[config.mk]
export PLATFORM = sky130hd
export DESIGN_NAME = car_move_ctl
export DESIGN_NICKNAME = d
export VERILOG_FILES = /design/src/rtl/car_move_ctl.sv
export SDC_FILE = /design/constraint.sdc
export NUM_CORES = 1
export LEC_CHECK = 0
export ABC_AREA = 1
export CORE_ASPECT_RATIO = 1.25
export CORE_MARGIN = 10
export CORE_UTILIZATION = 55
export DETAILED_ROUTE_END_ITERATION = 16
export PLACE_DENSITY = 0.81
export SYNTH_ARGS = -nofsm -noshare
export SYNTH_HDL_FRONTEND = slang
export SYNTH_SLANG_ARGS = --single-unit
export TNS_END_PERCENT = 10
[constraint.sdc]
create_clock -name clk -period 3.7 [get_ports clk]
set_input_delay 0.37 -clock clk [delete_from_list [all_inputs] [get_ports clk]]
set_output_delay 0.37 -clock clk [all_outputs]
set_load 0.005 [all_outputs]
[src/rtl/car_move_ctl.sv]
// Player-car movement controller: decodes PS/2 arrow-key make/break codes into
// held-key state and steps a clamped car position once per vsync rising edge.
module car_move_ctl #(
  parameter int X_MIN        = 0,
  parameter int X_MAX        = 784,
  parameter int Y_MIN        = 0,
  parameter int Y_MAX        = 584,
  parameter int X_INIT       = 400,
  parameter int Y_INIT       = 536,
  parameter int MAX_SPEED    = 4,
  parameter int ACCEL_FRAMES = 8
) (
  input  logic        clk,
  input  logic        rst,
  input  logic        data_valid,
  input  logic [7:0]  data,
  input  logic        vsync,
  output logic [11:0] xpos_out,
  output logic [11:0] ypos_out,
  output logic [2:0]  speed,
  output logic [3:0]  keys_held,
  output logic        frame_tick
);

  localparam int ACC_W = (ACCEL_FRAMES > 1) ? $clog2(ACCEL_FRAMES) : 1;
  localparam logic [ACC_W-1:0] ACC_LAST  = ACC_W'(ACCEL_FRAMES - 1);
  localparam logic [2:0]       SPEED_MAX = 3'(MAX_SPEED);
  localparam logic signed [12:0] X_LO = 13'(X_MIN);
  localparam logic signed [12:0] X_HI = 13'(X_MAX);
  localparam logic signed [12:0] Y_LO = 13'(Y_MIN);
  localparam logic signed [12:0] Y_HI = 13'(Y_MAX);

  typedef enum logic [1:0] {IDLE, EXT, BRK, EXT_BRK} dec_state_t;

  dec_state_t       state, state_next;
  logic [3:0]       keys_next;
  logic             vsync_d;
  logic [ACC_W-1:0] acc, acc_next;
  logic [2:0]       speed_next, step_sz;
  logic [11:0]      xpos_next, ypos_next;
  logic             up_mv, dn_mv, lf_mv, rt_mv, moving;

  function automatic logic [3:0] arrow_mask(input logic [7:0] code);
    case (code)
      8'h75:   return 4'b0001;
      8'h72:   return 4'b0010;
      8'h6B:   return 4'b0100;
      8'h74:   return 4'b1000;
      default: return 4'b0000;
    endcase
  endfunction

  function automatic logic signed [12:0] step_axis(input logic [11:0] pos,
                                                   input logic neg, input logic pos_dir,
                                                   input logic [2:0] step);
    logic signed [12:0] p;
    logic signed [12:0] s;
    p = $signed({1'b0, pos});
    s = $signed({10'd0, step});
    if (neg)          return p - s;
    else if (pos_dir) return p + s;
    else              return p;
  endfunction

  // Saturate to the playfield; the 13-bit signed sum keeps 0-1 from wrapping.
  function automatic logic [11:0] clamp_pos(input logic signed [12:0] v,
                                            input logic signed [12:0] lo,
                                            input logic signed [12:0] hi);
    if (v < lo)      return lo[11:0];
    else if (v > hi) return hi[11:0];
    else             return v[11:0];
  endfunction

  // Scan-code decoder: consumes one byte per data_valid strobe.
  always_comb begin
    state_next = state;
    keys_next  = keys_held;
    if (data_valid) begin
      case (state)
        IDLE: begin
          if (data == 8'hE0)      state_next = EXT;
          else if (data == 8'hF0) state_next = BRK;
          else                    state_next = IDLE;
        end
        EXT: begin
          if (data == 8'hF0) begin
            state_next = EXT_BRK;
          end else begin
            keys_next  = keys_held | arrow_mask(data);
            state_next = IDLE;
          end
        end
        BRK: state_next = IDLE;
        EXT_BRK: begin
          keys_next  = keys_held & ~arrow_mask(data);
          state_next = IDLE;
        end
        default: state_next = IDLE;
      endcase
    end
  end

  assign up_mv  = keys_held[0] & ~keys_held[1];
  assign dn_mv  = keys_held[1] & ~keys_held[0];
  assign lf_mv  = keys_held[2] & ~keys_held[3];
  assign rt_mv  = keys_held[3] & ~keys_held[2];
  assign moving = up_mv | dn_mv | lf_mv | rt_mv;

  // Frame step: speed ramp and clamped position for the tick cycle.
  always_comb begin
    step_sz    = (speed == 3'd0) ? 3'd1 : speed;
    speed_next = speed;
    acc_next   = acc;
    if (!moving) begin
      speed_next = 3'd0;
      acc_next   = '0;
    end else if (speed == 3'd0) begin
      speed_next = 3'd1;
      acc_next   = '0;
    end else if (acc == ACC_LAST) begin
      acc_next   = '0;
      speed_next = (speed >= SPEED_MAX) ? SPEED_MAX : speed + 3'd1;
    end else begin
      acc_next   = acc + ACC_W'(1);
    end
    xpos_next = clamp_pos(step_axis(xpos_out, lf_mv, rt_mv, step_sz), X_LO, X_HI);
    ypos_next = clamp_pos(step_axis(ypos_out, up_mv, dn_mv, step_sz), Y_LO, Y_HI);
  end

  always_ff @(posedge clk) begin
    if (rst) begin
      state      <= IDLE;
      keys_held  <= 4'b0000;
      vsync_d    <= 1'b1;
      frame_tick <= 1'b0;
      xpos_out   <= 12'(X_INIT);
      ypos_out   <= 12'(Y_INIT);
      speed      <= 3'd0;
      acc        <= '0;
    end else begin
      state      <= state_next;
      keys_held  <= keys_next;
      vsync_d    <= vsync;
      frame_tick <= vsync & ~vsync_d;
      if (frame_tick) begin
        xpos_out <= xpos_next;
        ypos_out <= ypos_next;
        speed    <= speed_next;
        acc      <= acc_next;
      end
    end
  end

endmodule

==> impl_results.md, run 1 <==
- Non-filler instance count after layout: between 500 and 600
- Clk_skew: slightly below 0.008 ns
- Final antenna-violating net count: 0
- Die area: between 8000 and 9000 µm²
- Max-Cap Viols: 0
- Peak VDD IR: 0.174 mV
- Hold Vio Cnt, Final: 0
- Worst R2R Start: speed[0]
- I/O pins: 44
- Cells after synthesis: ~500
- Register-to-Register Setup Slack: between 0.5 and 0.6 ns
- Clock Power Share: 0.379
- Critical Path AT: roughly 3.4 ns
- Max-slew violations: 0
- Most frequent cells in the layout: nand2_1 (150), inv_1 (69), nor2_1 (58), nand3_1 (48), clkdlybuf4s50_1 (43)
- Synthesized net count: about 530
- TritonCTS clock tree: yes
- Largest family of logic cells by synthesized area: simple AND/OR/NAND/NOR gates
- Worst-path clk slew: about 0.080 ns
- Comb power frac: 0.101
- Status: complete, no violations
- Internal: ~0.00060 W
- Avg Vias per Cell: 5.48
- Worst Hold Launch: vsync_d
- Drc violations: 0
- Seq pwr share: 0.520
- RSZ-0062 raised after global routing: no
- Die Wd: around 86 µm
- Area grow syn2layout: 19.7%
- First-pass GRT wire length: roughly 14 mm
- Die Ht: roughly 100 µm
- Final net count: around 570
- Commonest non-fill, non-tap cell in the layout: nand2_1
- Crit end category: flop
- Clk buf depth: 2
- FF-to-FF End: ypos_out[0]
- Pwr dens: 229 nW/µm²
- F_max: ~320 MHz
- CTS Sinks: 38
- Period minus WS final: roughly 3.2 ns
- Compound-Gate Fraction of Synth Area: 0.103
- Starting Density: 0.574
- Num CTS Buffers: 5
- Routed len/inst: approximately 13 µm
- Vias in the first global route: approximately 3200
- Port bufs: 43
- Static leakage: 1.73 nW
- Worst Hold Depth: 1
- Clock Latency Late Sink: 0.30 ns
- Worst Hold End: frame_tick
- Mux cell area share after synthesis: 0
- CP startpoint kind: flop
- Postcts setup bufs: 0
- Post-synthesis adder-cell area fraction: 0.112
- Post-DP HPWL: between 6 and 7 mm
- DRT iter0 DRCs: 180
- Layout cells sized above 1: 0.0429
- Post-CTS sizing: 0
- Yosys reg bits: 38
- Total net switching power: roughly 0.00021 W
- Total gr overflow: 0
- Diode count: 0
- Placeable Area: around 5200 µm²
- Final setup fails: 0
- Post-route setup TNS: 0 ns
- Crit path max fanout: 7
- DR pass1 iterations: 5
- Fin crit share: 0.856
- Yosys Warn Count: 0
- Synth unique cells: 25
- Sequential-to-total area share from yosys stat: 0.257
- Post-Route WL: about 8.1 mm
- Synth Cell Area: about 3000 µm²
- Slew of the pin with the lowest slew margin: 0.909 ns
- Relative slew slack: 0.392
- GP Congestion: ~0.98
- Switching fraction of total power: 0.261
- Xor and xnor area share after synthesis: 0.0178
- Detailed-route via count: about 3300
- R2R depth: 22
- Worst path required time: 3.94 ns
- Mean Syn Cell Area: approximately 6.0 µm²
- Root buf cell: clkbuf_8
- Hold-fix buffers, CTS: 0
- Hold Path Class: reg -> reg
- Global Route Usage Sum: 0.183
- Initial antenna violation count: 0
- Row cnt: 29
- Largest net degree at the start of global routing: 21
- DP Cell Count: 590
- Post-Synth Simple-Gate Area: 0.411
- Setup CP Type: reg -> reg
- H-tree depth: 2
cell families (layout without fill, tap and decap cells):
| group | after synthesis | after routing |
|---|---|---|
| AND/OR/NAND/NOR | 285 | 285 |
| buffers and inverters | 78 | 124 |
| AO/OA/AOI/OAI | 59 | 59 |
| flip-flops | 38 | 38 |
| adder cells (fa/ha/maj) | 24 | 24 |
| XOR/XNOR | 6 | 6 |
cells in the mapped netlist:
| cell type | number | area (µm²) |
|---|---|---|
| nand3_1 | 48 | 240 |
| or2_2 | 1 | 6.26 |
| dfxtp_1 | 38 | 761 |
| nand2_1 | 150 | 563 |
| xnor2_1 | 1 | 8.76 |
| nor2_2 | 2 | 12.5 |
| nor3_2 | 1 | 10.0 |
| nor2_1 | 58 | 218 |
| xor2_1 | 5 | 43.8 |
| inv_2 | 3 | 11.3 |
| o21ai_1 | 7 | 35.0 |
| a211oi_1 | 2 | 15.0 |
| fa_1 | 4 | 80.1 |
| o21ai_0 | 23 | 115 |
| nor2_4 | 3 | 33.8 |
| buf_2 | 2 | 10.0 |
| ha_1 | 20 | 250 |
| a31oi_1 | 3 | 18.8 |
| a21oi_1 | 24 | 120 |
| clkbuf_1 | 4 | 15.0 |
| nor3_1 | 9 | 45.0 |
| nand2_4 | 1 | 11.3 |
| inv_1 | 69 | 259 |
| nand2_2 | 4 | 25.0 |
| nand4_1 | 8 | 50.1 |
critical path, stage by stage (launching register included):
cell and delay, ns:
dfxtp_1 0.33, inv_1 0.12, ha_1 0.17, nand2_1 0.09, nand2_1 0.21, ha_1 0.24, inv_1 0.06, fa_1 0.38
inv_1 0.07, nand2_1 0.07, nand2_1 0.09, nand2_1 0.07, nor2_1 0.18, nand3_1 0.12, nand3_1 0.09, nand2_1 0.08
nor2_1 0.09, nand2_1 0.06, nand2_1 0.05, nand2_1 0.11, nor2_4 0.21, nand3_1 0.12, nand2_1 0.09
how the worst max path moves through the flow:
stage | from | cells past startpoint | to
floorplan | speed[0] | 22 | xpos_out[2]
global placement | speed[0] | 22 | ypos_out[8]
detailed placement | speed[0] | 22 | ypos_out[0]
CTS | speed[0] | 22 | ypos_out[0]
global route | speed[0] | 20 | xpos_out[2]
finish | speed[0] | 22 | ypos_out[0]
layout make-up:
cell class / instances / area [µm²]
Multi-Input combinational cell: 374 / 1900
Fill cell: 501 / 1610
Clock buffer: 7 / 86.3
Sequential cell: 38 / 761
Timing Repair Buffer: 44 / 438
Clock inverter: 1 / 5.00
Inverter: 72 / 270
Tap cell: 62 / 77.6
metal layers:
layer	global-route usage	routed length [µm]
met2	0.326	3970
met3	0.0494	582
met4	0.0787	161
met1	0.200	3340
met5	0	0
per-stage QoR:
stage               hold WS, ns  total power (W)  worst slack (ns)  utilization  instance area [µm²]
floorplan                 0.374         0.000475              1.12            -                 2960
global placement          0.377         0.000508             0.716        0.669                 3450
detailed placement        0.389         0.000511             0.604        0.669                 3450
CTS                       0.399         0.000808             0.575        0.687                 3540
global route              0.422         0.000837             0.266        0.687                 3540
finish                    0.395         0.000810             0.533        0.687                 3540
power groups by stage:
stage / sequential [W] / clock, W / combinational (W)
floorplan: 0.000429 / 0 / 0.0000457
global placement: 0.000430 / 0 / 0.0000780
detailed placement: 0.000431 / 0 / 0.0000803
CTS: 0.000421 / 0.000306 / 0.0000806
global route: 0.000422 / 0.000324 / 0.0000910
finish: 0.000421 / 0.000307 / 0.0000815
No activity file was read; power rests on OpenSTA's default activity.
==> run 2: changes to the inputs <==
==> constraint.sdc (replaced) <==
create_clock -name clk -period 3.4 [get_ports clk]
set_input_delay 0.34 -clock clk [delete_from_list [all_inputs] [get_ports clk]]
set_output_delay 0.34 -clock clk [all_outputs]
set_load 0.005 [all_outputs]
==> run 2 against run 1 <==
Final cell count increased by 0.17%. Maximum frequency rose by 3.9%. Clock skew hardly changed. Sequential share of layout area shrank 0.38 points. Register-to-register slack worse by 0.18 ns. Die area is the same. Count of clock-buffer cells in the layout shrank 1. Cell area increased by 1.8%. Critical path type unchanged. Non-clock buffer count grew 1. Global-route usage about the same. Combinational power grew 9.3%.
==> impl_results.md, run 2 (same netlist as run 1, synthesis figures left out) <==
- Status: complete, no violations
- Filler cells: 471 (-6.0%)
- Setup CP Type: reg -> reg
- Post-Route WL: 7.95 mm (-1.3%)
- Die Ht: 102 µm (unchanged)
- Slew of the pin with the lowest slew margin: 0.653 ns (-0.256 ns)
- DRT iter0 DRCs: 167 (-7.2%)
- Root buf cell: clkbuf_8
- Relative slew slack: 0.560 (+0.168)
- Total gr overflow: 0 (unchanged)
- CTS Sinks: 38 (unchanged)
- Crit path max fanout: 7 (unchanged)
- Footprint of the multi-input gates: 1910 µm² (+0.26%)
- I/O pins: 44 (unchanged)
- Clk buf depth: 2 (unchanged)
- Num CTS Buffers: 5 (unchanged)
- Final net count: 572 (+0.18%)
- First-pass GRT wire length: 13.5 mm (-0.56%)
- Pwr dens: 285 nW/µm² (+24%)
- Worst-path clk slew: 0.08 ns (about the same)
- TritonCTS clock tree: yes
- Layout cells sized above 1: 0.0503 (+0.00737)
- Global Route Usage Sum: 0.183 (-0.000431)
- Met2 Wirelength: 4.01 mm (+1.1%)
- Dpl ws: 0.344 ns (-0.260 ns)
- Register-to-Register Setup Slack: 0.35 ns (-0.18 ns)
- Vias in the first global route: 3117 (-1.8%)
- Max-Cap Viols: 0 (unchanged)
- Max Used Layer: met4
- Hold Vio Cnt, Final: 0 (unchanged)
- Clock Latency Late Sink: 0.29 ns (about the same)
- DP Cell Count: 591 (+0.17%)
- Row cnt: 29 (unchanged)
- Die Wd: 85.6 µm (unchanged)
- Final Worst Setup Slack: 0.352 ns (-0.181 ns)
- Die area: 8730 µm² (unchanged)
- F_max: 328 MHz (+3.9%)
- Largest net degree at the start of global routing: 17 (-19%)
- DR pass1 iterations: 5 (unchanged)
- Diode count: 0 (unchanged)
- Final instance area: 3600 µm² (+1.8%)
- Initial antenna violation count: 0 (unchanged)
- Static leakage: 1.76 nW (+1.7%)
- Critical Path AT: 3.28 ns (-0.13 ns)
- Max-slew violations: 0 (unchanged)
- Final antenna-violating net count: 0 (unchanged)
- Routed len/inst: 13.3 µm (-1.5%)
- Final setup fails: 0 (unchanged)
- GP Congestion: 0.982 (+0.27%)
- Post-route setup TNS: 0 ns (unchanged)
- Commonest non-fill, non-tap cell in the layout: nand2_1
- Peak VDD IR: 0.260 mV (+50%)
- FF+latch area: 761 µm² (unchanged)
- WL met1: 3.24 mm (-3.1%)
- Fin crit share: 0.896 (+0.0405)
- Drc violations: 0 (unchanged)
- Non-filler instance count after layout: 599 (+0.17%)
- Hold Path Class: reg -> reg
- Detailed-route via count: 3249 (-0.79%)
- Most frequent cells in the layout: nand2_1 (148), inv_1 (69), nor2_1 (58), nand3_1 (48), clkdlybuf4s50_1 (43)
- RSZ-0062 raised after global routing: no
- Met3 routed WL: 593 µm (+1.9%)
- Crit end category: flop
- CP startpoint kind: flop
- Starting Density: 0.574 (unchanged)
- Placeable Area: 5150 µm² (unchanged)
- Area grow syn2layout: 21.8%
- Avg Vias per Cell: 5.42 (-0.96%)
- H-tree depth: 2 (unchanged)
- Post-DP HPWL: 6.14 mm (-1.6%)
- Period minus WS final: 3.05 ns (-0.119 ns)
- Clk_skew: 0.00756 ns (-0.000356 ns)
- Worst path required time: 3.64 ns (-0.30 ns)
- Placement Cell Area: 3460 µm² (+0.22%)
- Final Core Density: 0.699 (+0.0124)
- Port bufs: 43 (unchanged)
- Postcts setup bufs: 0 (unchanged)
-- run 2: changes by cell type in the layout (fill, tap and decap cells not counted) --
cell | previous run | this run
clkinv_2 | 1 | 0
nand2_2 | 4 | 6
clkbuf_1 | 1 | 0
buf_4 | 1 | 2
nand2_1 | 150 | 148
bufinv_16 | 0 | 2
-- run 2: worst max-delay path: stages (launching register included) --
cell	delay, ns
dfxtp_1	0.33
inv_1	0.13
ha_1	0.17
nand2_1	0.11
nand2_2	0.17
ha_1	0.21
inv_1	0.06
fa_1	0.38
inv_1	0.07
nand2_1	0.07
nand2_1	0.10
nand2_1	0.07
nor2_1	0.18
nand3_1	0.13
nand3_1	0.09
nand2_1	0.07
nor2_1	0.08
nand2_1	0.06
nand2_1	0.05
nand2_1	0.11
nor2_4	0.20
nand3_1	0.10
nand2_1	0.07
-- run 2: repair_timing --
action / 4_1_cts / 5_1_grt
gates resized for setup: 0 / 2
hold buffers: 0 / 0
endpoints found under the setup margin: 0 / 6
-- run 2: final cells by class --
type	count	share of cell area
clock buffer	6	0.0229
timing repair buffer	45	0.124
clock inverter	2	0.0167
sequential	38	0.211
multi-input combinational	374	0.529
inverter	72	0.0750
tap	62	0.0215
-- run 2: report_power, final --
part	switching (W)	internal (W)	total [W]
combinational	0.0000520	0.0000371	0.0000891
sequential	0.00000739	0.000451	0.000458
clock	0.000165	0.000313	0.000478
-- run 2: stage by stage --
step	total power, W	hold slack, ns
floorplan	0.000517	0.374
global placement	0.000554	0.377
detailed placement	0.000556	0.388
CTS	0.00103	0.399
global route	0.00106	0.412
finish	0.00103	0.394
-- run 2: per-layer routing --
metal | vias up | global-route usage
met5 | - | 0
met4 | 0 | 0.0660
met3 | 11 | 0.0422
met2 | 116 | 0.328
met1 | 1466 | 0.205
li1 | 1656 | -
-- run 2: final timing paths --
kind,startpoint,to,cells past startpoint
worst max-delay path,speed[0],ypos_out[0],22
worst max register to register,speed[0],ypos_out[0],22
worst min register to register,vsync_d,frame_tick,1
worst min-delay path,vsync_d,frame_tick,1
==> run 3: changes to the inputs <==
--- a/config.mk
+++ b/config.mk
@@ -8,9 +8,9 @@
 export ABC_AREA = 1
 export CORE_ASPECT_RATIO = 1.25
 export CORE_MARGIN = 10
-export CORE_UTILIZATION = 55
+export CORE_UTILIZATION = 59
 export DETAILED_ROUTE_END_ITERATION = 16
-export PLACE_DENSITY = 0.81
+export PLACE_DENSITY = 0.86
 export SYNTH_ARGS = -nofsm -noshare
 export SYNTH_HDL_FRONTEND = slang
 export SYNTH_SLANG_ARGS = --single-unit
==> constraint.sdc (replaced) <==
create_clock -name clk -period 3.95 [get_ports clk]
set_input_delay 0.395 -clock clk [delete_from_list [all_inputs] [get_ports clk]]
set_output_delay 0.395 -clock clk [all_outputs]
set_load 0.005 [all_outputs]
==> run 3 against run 2 <==
Clock power shrank 17%. Sequential share of layout area grew 0.16 points. Sequential power shrank 14%. Final cell count shrank 0.67%. Via count grew 0.65%. Highest routed layer unchanged.
==> impl_results.md, run 3 (same netlist as run 1, synthesis figures left out) <==
- Layout cells sized above 1: 0.0430 (-0.00729)
- Post-route setup TNS: 0 ns (unchanged)
- Slew of the pin with the lowest slew margin: 0.811 ns (+0.158 ns)
- Avg Vias per Cell: 5.50 (+1.3%)
- Starting Density: 0.616 (+0.0422)
- Setup CP Type: reg -> reg
- Worst Hold End: frame_tick
- Pwr dens: 242 nW/µm² (-15%)
- Worst path required time: 4.17 ns (+0.53 ns)
- Final antenna-violating net count: 0 (unchanged)
- Final net count: 570 (-0.35%)
- Initial antenna violation count: 0 (unchanged)
- Clock Latency Late Sink: 0.29 ns (about the same)
- Relative slew slack: 0.458 (-0.102)
- Period minus WS final: 3.02 ns (-0.0229 ns)
- Placeable Area: 4800 µm² (-6.8%)
- I/O pins: 44 (unchanged)
- Row cnt: 28 (-3.4%)
- R2R depth: 20 (-9.1%)
- Die Ht: 99.2 µm (-2.8%)
- Worst-path clk slew: 0.08 ns (about the same)
- Most frequent cells in the layout: nand2_1 (150), inv_1 (69), nor2_1 (58), nand3_1 (48), clkdlybuf4s50_1 (43)
- Clk buf depth: 2 (unchanged)
- Die area: 8260 µm² (-5.3%)
- RSZ-0062 raised after global routing: no
- Status: complete, no violations
- Final setup fails: 0 (unchanged)
- TritonCTS clock tree: yes
- Hold Vio Cnt, Final: 0 (unchanged)
- Num CTS Buffers: 5 (unchanged)
- Post-Route WL: 7.91 mm (-0.44%)
- Hold-fix buffers, CTS: 0 (unchanged)
- Detailed-route via count: 3270 (+0.65%)
- GP Congestion: 0.909 (-7.4%)
- Register-to-Register Setup Slack: 0.93 ns (+0.57 ns)
- FF-to-FF End: xpos_out[5]
- Final Core Density: 0.745 (+0.0457)
- Max-Cap Viols: 0 (unchanged)
- Postcts setup bufs: 0 (unchanged)
- Clk_skew: 0.00511 ns (-0.00245 ns)
- Area grow syn2layout: 20.9%
- Static leakage: 1.75 nW (-0.80%)
- Commonest non-fill, non-tap cell in the layout: nand2_1
- Diode count: 0 (unchanged)
- Worst Hold Launch: vsync_d
- Post-CTS sizing: 0 (unchanged)
- Root buf cell: clkbuf_8
- Drc violations: 0 (unchanged)
- DR pass1 iterations: 5 (unchanged)
- Die Wd: 83.3 µm (-2.6%)
- Hold Path Class: reg -> reg
- Max-slew violations: 0 (unchanged)
- Filler cells: 389 (-17%)
- DRT iter0 DRCs: 205 (+23%)
- Critical Path AT: 3.25 ns (-0.03 ns)
- F_max: 331 MHz (+0.76%)
- Global Route Usage Sum: 0.192 (+0.00908)
- Largest net degree at the start of global routing: 21 (+4)
- CTS Sinks: 38 (unchanged)
- Port bufs: 43 (unchanged)
- Vias in the first global route: 3305 (+6.0%)
- H-tree depth: 2 (unchanged)
- Total gr overflow: 0 (unchanged)
- Worst Hold Depth: 1 (unchanged)
- Fin crit share: 0.766 (-0.131)
- Peak VDD IR: 0.238 mV (-8.3%)
- Crit end category: flop
- Crit path max fanout: 7 (unchanged)
- Post-DP HPWL: 6.16 mm (+0.45%)
- Routed len/inst: 13.3 µm (+0.23%)
- First-pass GRT wire length: 13.9 mm (+2.9%)
- Worst R2R Start: speed[0]
- CP startpoint kind: flop
==> run 3: worst max-delay path by stage <==
stage / start / end / cells after the start
floorplan: speed[0] / xpos_out[2] / 22
detailed placement: speed[0] / xpos_out[5] / 20
finish: speed[0] / xpos_out[5] / 20
global placement: speed[0] / ypos_out[1] / 22
CTS: speed[0] / xpos_out[2] / 20
global route: speed[0] / ypos_out[5] / 22
==> run 3: where the power goes <==
part | switching, W | internal [W] | total, W
clock | 0.000146 | 0.000253 | 0.000399
combinational | 0.0000431 | 0.0000302 | 0.0000733
sequential | 0.00000641 | 0.000388 | 0.000395
total | 0.000195 | 0.000671 | 0.000867
==> run 3: critical path, stage by stage (launching register included) <==
cell	delay [ns]
dfxtp_1	0.36
inv_1	0.09
ha_1	0.20
nand2_1	0.10
nand2_1	0.25
ha_1	0.37
inv_1	0.08
nor2_1	0.04
o21ai_0	0.31
nand2_1	0.15
nand2_2	0.15
nand2_2	0.05
nand2_1	0.05
nand2_1	0.07
nor2_1	0.13
nand2_1	0.06
nand2_1	0.07
nand2_2	0.08
nor2_4	0.17
nand2_1	0.09
o21ai_1	0.07
==> run 3: cell type report <==
type                    count  area [µm²]  area share
multi-input cells         374        1900       0.532
flip-flops and latches     38         761       0.213
repair buffers             43         430       0.120
inverters                  72         270      0.0756
well taps                  60        75.1      0.0210
clock buffers               5        68.8      0.0192
clock inverters             3        68.8      0.0192
==> run 3: per-layer routing <==
| metal | vias to the layer above | routed length [µm] | GRT usage |
|---|---|---|---|
| met5 | - | 0 | 0 |
| met2 | 107 | 4030 | 0.343 |
| met3 | 15 | 532 | 0.0441 |
| li1 | 1649 | - | - |
| met1 | 1499 | 3240 | 0.213 |
| met4 | 0 | 105 | 0.0787 |
==> run 3: through the flow <==
step	cell area, µm²	hold slack, ns	power [W]	std cells	worst slack, ns
2_1_floorplan	2960	0.374	0.000445	490	1.37
3_3_place_gp	3440	0.378	0.000474	587	0.982
3_5_place_dp	3440	0.389	0.000476	587	0.951
4_1_cts	3580	0.405	0.000871	595	0.935
5_1_grt	3580	0.417	0.000897	595	0.382
6_report	3580	0.404	0.000867	595	0.925
